### config.mk
export PLATFORM = sky130hd
export DESIGN_NAME = sram_ctrl
export DESIGN_NICKNAME = d
export VERILOG_FILES = /design/src/rtl/sram_ctrl_pkg.sv /design/src/rtl/sram_ctrl_phase_timer.sv /design/src/rtl/sram_ctrl.sv
export SDC_FILE = /design/constraint.sdc
export NUM_CORES = 1
export LEC_CHECK = 0
export CORE_ASPECT_RATIO = 1.75
export CORE_UTILIZATION = 47
export CTS_CLUSTER_SIZE = 25
export DETAILED_ROUTE_END_ITERATION = 6
export PLACE_DENSITY = 0.8
export SLEW_MARGIN = 10
export SYNTH_ARGS = -nofsm -noshare
export SYNTH_HDL_FRONTEND = slang
export SYNTH_SLANG_ARGS = --single-unit
### constraint.sdc
create_clock -name clk -period 3.8 [get_ports clk]
set_input_delay 0.76 -clock clk [delete_from_list [all_inputs] [get_ports clk]]
set_output_delay 0.76 -clock clk [all_outputs]
set_load 0.02 [all_outputs]
### src/rtl/sram_ctrl_pkg.sv
// Shared types and helpers for the external 16-bit SRAM data-memory back end.
package sram_ctrl_pkg;

  typedef enum logic [1:0] {
    ST_IDLE = 2'd0,
    ST_LO   = 2'd1,
    ST_HI   = 2'd2,
    ST_DONE = 2'd3
  } state_e;

  typedef enum logic {
    OP_RD = 1'b0,
    OP_WR = 1'b1
  } op_e;

  localparam logic HALF_LO = 1'b0;
  localparam logic HALF_HI = 1'b1;

  // Phase counter width; WAIT_CYCLES is limited to 0..15.
  localparam int CNT_W = 4;

  // Halfword address of one half of the 32-bit word holding byte_addr.
  function automatic logic [31:0] half_addr(input logic [31:0] byte_addr,
                                            input logic [31:0] base,
                                            input logic        half);
    return (((byte_addr - base) >> 2) << 1) | {31'd0, half};
  endfunction

endpackage

### src/rtl/sram_ctrl_phase_timer.sv
// Wait-state counter for one halfword phase; restarted at the start of each phase.
module sram_phase_timer
  import sram_ctrl_pkg::*;
#(
  parameter int WAIT_CYCLES = 2
) (
  input  logic clk,
  input  logic rst,
  input  logic start,
  input  logic en,
  output logic done
);

  localparam logic [CNT_W-1:0] WAIT_VAL = CNT_W'(WAIT_CYCLES);

  logic [CNT_W-1:0] cnt_q, cnt_d;

  always_comb begin
    cnt_d = cnt_q;
    if (start)   cnt_d = '0;
    else if (en) cnt_d = cnt_q + CNT_W'(1);
  end

  always_ff @(posedge clk) begin
    if (rst) cnt_q <= '0;
    else     cnt_q <= cnt_d;
  end

  assign done = (cnt_q == WAIT_VAL);

endmodule

### src/rtl/sram_ctrl.sv
// MEM-stage data memory back end: one 32-bit access as two 16-bit async SRAM phases.
// Optional SRAM_POSTED_WRITE_EN: writes retire in IDLE and complete in the background.
module sram_ctrl
  import sram_ctrl_pkg::*;
#(
  parameter int ADDR_BASE   = 1024,
  parameter int WAIT_CYCLES = 2,
  parameter int SRAM_AW     = 18
) (
  input  logic               clk,
  input  logic               rst,
  input  logic               rd_en,
  input  logic               wr_en,
  input  logic [31:0]        address,
  input  logic [31:0]        write_data,
  output logic [31:0]        read_data,
  output logic               ready,
  output logic [SRAM_AW-1:0] sram_addr,
  output logic [15:0]        sram_dq_out,
  input  logic [15:0]        sram_dq_in,
  output logic               sram_dq_oe,
  output logic               sram_ce_n,
  output logic               sram_we_n,
  output logic               sram_oe_n
);

  localparam logic [31:0] BASE = 32'(ADDR_BASE);

  state_e state_q, state_d;
  op_e    op_q, op_d;
  logic [31:0] addr_q, addr_d, wdata_q, wdata_d, rdata_q, rdata_d;
  logic [SRAM_AW-1:0] saddr_q, saddr_d;
  logic [15:0] dq_out_q, dq_out_d;
  logic dq_oe_q, dq_oe_d, ce_n_q, ce_n_d, we_n_q, we_n_d, oe_n_q, oe_n_d;

  logic req, posted_busy;
  logic tmr_start, tmr_en, tmr_done;
  logic drv, drv_half;
  op_e  drv_op;
  logic [31:0] drv_addr, drv_wdata;

  assign req = rd_en | wr_en;

`ifdef SRAM_POSTED_WRITE_EN
  // A write in flight has already been retired, so ready only tracks new requests.
  assign posted_busy = (op_q == OP_WR);
`else
  assign posted_busy = 1'b0;
`endif

  sram_phase_timer #(.WAIT_CYCLES(WAIT_CYCLES)) u_timer (
    .clk   (clk),
    .rst   (rst),
    .start (tmr_start),
    .en    (tmr_en),
    .done  (tmr_done)
  );

  always_comb begin
    state_d   = state_q;
    op_d      = op_q;
    addr_d    = addr_q;
    wdata_d   = wdata_q;
    rdata_d   = rdata_q;
    saddr_d   = saddr_q;
    dq_out_d  = dq_out_q;
    dq_oe_d   = 1'b0;
    ce_n_d    = 1'b1;
    we_n_d    = 1'b1;
    oe_n_d    = 1'b1;
    tmr_start = 1'b0;
    tmr_en    = 1'b0;
    ready     = 1'b1;
    drv       = 1'b0;
    drv_half  = HALF_LO;
    drv_op    = op_q;
    drv_addr  = addr_q;
    drv_wdata = wdata_q;

    // Strobes are registered from the next state so they line up with LO/HI.
    case (state_q)
      ST_IDLE: begin
`ifdef SRAM_POSTED_WRITE_EN
        ready = ~req | wr_en;
`else
        ready = ~req;
`endif
        if (req) begin
          op_d      = wr_en ? OP_WR : OP_RD;
          addr_d    = address;
          wdata_d   = write_data;
          tmr_start = 1'b1;
          state_d   = ST_LO;
          drv       = 1'b1;
          drv_op    = op_d;
          drv_addr  = address;
          drv_wdata = write_data;
        end
      end
      ST_LO: begin
        ready = posted_busy & ~req;
        drv   = 1'b1;
        if (tmr_done) begin
          if (op_q == OP_RD) rdata_d[15:0] = sram_dq_in;
          tmr_start = 1'b1;
          state_d   = ST_HI;
          drv_half  = HALF_HI;
        end else begin
          tmr_en = 1'b1;
        end
      end
      ST_HI: begin
        ready = posted_busy & ~req;
        if (tmr_done) begin
          if (op_q == OP_RD) rdata_d[31:16] = sram_dq_in;
          tmr_start = 1'b1;
          state_d   = ST_DONE;
        end else begin
          tmr_en   = 1'b1;
          drv      = 1'b1;
          drv_half = HALF_HI;
        end
      end
      ST_DONE: begin
        ready   = ~posted_busy | ~req;
        state_d = ST_IDLE;
      end
      default: state_d = ST_IDLE;
    endcase

    if (drv) begin
      saddr_d = SRAM_AW'(half_addr(drv_addr, BASE, drv_half));
      ce_n_d  = 1'b0;
      if (drv_op == OP_WR) begin
        dq_oe_d  = 1'b1;
        we_n_d   = 1'b0;
        dq_out_d = (drv_half == HALF_HI) ? drv_wdata[31:16] : drv_wdata[15:0];
      end else begin
        oe_n_d = 1'b0;
      end
    end
  end

  always_ff @(posedge clk) begin
    if (rst) begin
      state_q  <= ST_IDLE;
      op_q     <= OP_RD;
      addr_q   <= '0;
      wdata_q  <= '0;
      rdata_q  <= '0;
      saddr_q  <= '0;
      dq_out_q <= '0;
      dq_oe_q  <= 1'b0;
      ce_n_q   <= 1'b1;
      we_n_q   <= 1'b1;
      oe_n_q   <= 1'b1;
    end else begin
      state_q  <= state_d;
      op_q     <= op_d;
      addr_q   <= addr_d;
      wdata_q  <= wdata_d;
      rdata_q  <= rdata_d;
      saddr_q  <= saddr_d;
      dq_out_q <= dq_out_d;
      dq_oe_q  <= dq_oe_d;
      ce_n_q   <= ce_n_d;
      we_n_q   <= we_n_d;
      oe_n_q   <= oe_n_d;
    end
  end

  assign read_data   = rdata_q;
  assign sram_addr   = saddr_q;
  assign sram_dq_out = dq_out_q;
  assign sram_dq_oe  = dq_oe_q;
  assign sram_ce_n   = ce_n_q;
  assign sram_we_n   = we_n_q;
  assign sram_oe_n   = oe_n_q;

endmodule

==> flow_summary.json <==
{
  "holdPathEnd": "read_data[0]",
  "status": "finished clean",
  "r2r_start": "state_q[0]",
  "hp-class": "reg2reg",
  "crit-reg2reg-capture": "sram_addr[13]",
  "synthDistinctLibCells": 48,
  "num-fill-cells": 820,
  "r2r_slack_ns": 1.18,
  "cap_violations": 0,
  "setup_viol_count_final": 0,
  "start_util_pct": 48.47,
  "p_per_area_mw_per_mm2": 807.8,
  "overflow": 0,
  "synth_top_flop_cell": "dfxtp_1",
  "cts_max_level": 4,
  "final_cells": 826,
  "worst_ep_arrival_time_ns": 2.47,
  "pre_cts_ws_ns": 0.6141,
  "cts_buffers": 17,
  "use_met2_pct": 47.37,
  "num_vias": 4613,
  "drc": 0,
  "synth_cells": 557,
  "antenna_found_initial": 0,
  "worst_pin_slew_ns": 1.027,
  "finalPower_mw": 5.726,
  "grt_pass1_vias": 4481,
  "avgViaCountPerCell": 5.585,
  "period_share_pct": 84.92,
  "syn_area_mm2": 0.005022,
  "endpoint_kind": "primary output",
  "hp-start": "read_data[0]",
  "crit_start": "state_q[0]",
  "ys_top_cells_by_area": "dfxtp_1 (50%), nand2_1 (9.7%), mux2i_1 (7.6%)",
  "grt_util_met3_pct": 8.026,
  "cts_resized": 0,
  "die_w_um": 80.14,
  "max_slew_margin_pct": 31.54,
  "firstDrtPassIters": 5,
  "drive_gt1_share_pct": 7.153,
  "dp.cells": 794,
  "utilization_pct": 68.42,
  "grt.busiest_layer": "met2",
  "track_usage_pct": 25.48,
  "whs_ns": 0.4516,
  "worstSetupStartpointType": "register",
  "grt_setup_unrepaired": "no",
  "peakVddDrop_mv": 0.5437,
  "grt_use_met1_pct": 25.41,
  "ios": 155,
  "skew_ns": 0.006871,
  "cts_max_path_buffers": 2,
  "fp.dieArea_mm2": 0.01112,
  "r2r_cells": 9,
  "yosysWarningCount": 0,
  "totalWireLength_um": 13570,
  "finalInstanceArea_mm2": 0.007089,
  "grt_max_degree": 98,
  "cts.clk_slew.worst_paths_ns": 0.06,
  "cts_sinks": 126,
  "rows": 49,
  "fin_ws_ns": 0.5730,
  "cts-root-buf": "clkbuf_16",
  "maxSlewViolCount": 0,
  "path_class": "reg2out",
  "cts_hold_buf": 0,
  "placed_area_mm2": 0.006457,
  "worstPathRequired_ns": 3.04,
  "cp_max_fo": 15,
  "synth_edf_count": 0,
  "finalSetupTns_ns": 0,
  "postCtsSetupBuffers": 0,
  "synth_async_sr_flop_share_pct": 0,
  "drtIter0Drc": 270,
  "dpl.hpwl_um": 9558,
  "hold_viol_final": 0,
  "wl_per_cell_um": 16.43,
  "synth_common_cells": "nand2_1 (130), dfxtp_1 (126), a21oi_1 (60), nor2_1 (49), mux2i_1 (38)",
  "whs_path_depth": 2,
  "ys_ff_latch": 126,
  "cts_tree": "built",
  "max_freq_ghz": 0.3099,
  "synthToLayoutAreaGrowth_pct": 41.16,
  "fin_nets": 778,
  "core_area_mm2": 0.01036,
  "worstSkewPairLatency_ns": 0.41,
  "yosysTopAreaCell": "dfxtp_1",
  "synth-seq-area-share_pct": 50.22,
  "synth_nets": 649,
  "syn_area_per_cell_um2": 9.017,
  "grt_pass1_wl_um": 21670,
  "port_buffers": 139,
  "diodes": 0,
  "gp_congestion": 0.8226,
  "power_leakage_nw": 2.728,
  "synth.most_common_cell": "nand2_1",
  "fin_crit_ns": 3.227,
  "synth_top_area_share_pct": 50.22,
  "floorplan.die.height_um": 138.7,
  "postRouteAntennaNets": 0
}
==> routing by layer <==
metal,vias up,part of all wire (%)
met5,-,0
met4,0,2.4
met3,30,6.5
met2,183,55
met1,2197,36
li1,2203,-
==> kinds of logic (layout without fill, tap and decap cells) <==
family / count (synthesis) / in the layout / synth area share, %
xor+xnor: 5 / 5 / 0.8721
simple gates: 223 / 223 / 18.96
compound gates: 113 / 113 / 15.82
fa+ha+maj: 8 / 8 / 1.993
buf+inv: 42 / 184 / 3.886
flops: 126 / 126 / 50.22
mux: 40 / 40 / 8.246
==> worst max-delay path: stages, from the launching register on <==
cell             delay [ns]
dfxtp_1                0.40
ha_1                   0.41
inv_1                  0.34
o21ai_0                0.26
clkdlybuf4s50_1        0.64
==> where the power goes <==
part | leakage [nW] | total [mW] | internal (mW) | switching [mW]
sequential | 1.03 | 1.79 | 1.63 | 0.167
combinational | 1.39 | 2.22 | 0.936 | 1.28
clock | 0.304 | 1.71 | 1.12 | 0.594
total | 2.73 | 5.73 | 3.68 | 2.05
==> cell usage in the layout (no fill, tap or decap), types with 5 or more instances in the layout <==
cell type / synthesis / final
nand2_1: 130 / 130
buf_4: 1 / 7
clkbuf_16: 0 / 17
nor2_1: 49 / 49
ha_1: 8 / 8
a311oi_1: 6 / 6
clkdlybuf4s50_1: 0 / 138
mux2i_1: 38 / 38
a32o_1: 16 / 16
a21oi_1: 60 / 60
nor3_1: 12 / 12
inv_1: 6 / 6
o21ai_0: 6 / 5
dfxtp_1: 126 / 126
nand3_1: 7 / 7
==> state kept, by name, summed over array words and instances (netlist names) <==
signal         count
sram_ce_n          1
wdata_q           32
sram_we_n          1
op_q               1
sram_oe_n          1
read_data         32
sram_addr         18
state_q            2
u_timer.cnt_q      4
addr_q            17
sram_dq_oe         1
sram_dq_out       16
==> worst max-delay path by stage <==
| stage | end | slack, ns | depth (start not counted) |
|---|---|---|---|
| 6_report | ready | 0.57 | 4 |
| 5_1_grt | ready | 0.40 | 4 |
| 3_5_place_dp | sram_addr[13] | 0.61 | 8 |
| 3_3_place_gp | sram_addr[13] | 0.79 | 8 |
| 4_1_cts | ready | 0.59 | 4 |
| 2_1_floorplan | sram_addr[13] | 0.78 | 11 |
==> area by class of cell <==
| type | instances | area (um2) | area share [%] |
|---|---|---|---|
| multi-input cells | 389 | 2316 | 32.67 |
| flip-flops and latches | 126 | 2522 | 35.58 |
| clock inverters | 13 | 188.9 | 2.665 |
| clock buffers | 19 | 442.9 | 6.248 |
| inverters | 7 | 26.28 | 0.3706 |
| well taps | 127 | 158.9 | 2.241 |
| repair buffers | 145 | 1434 | 20.23 |
No activity file was read; power rests on OpenSTA's default activity.
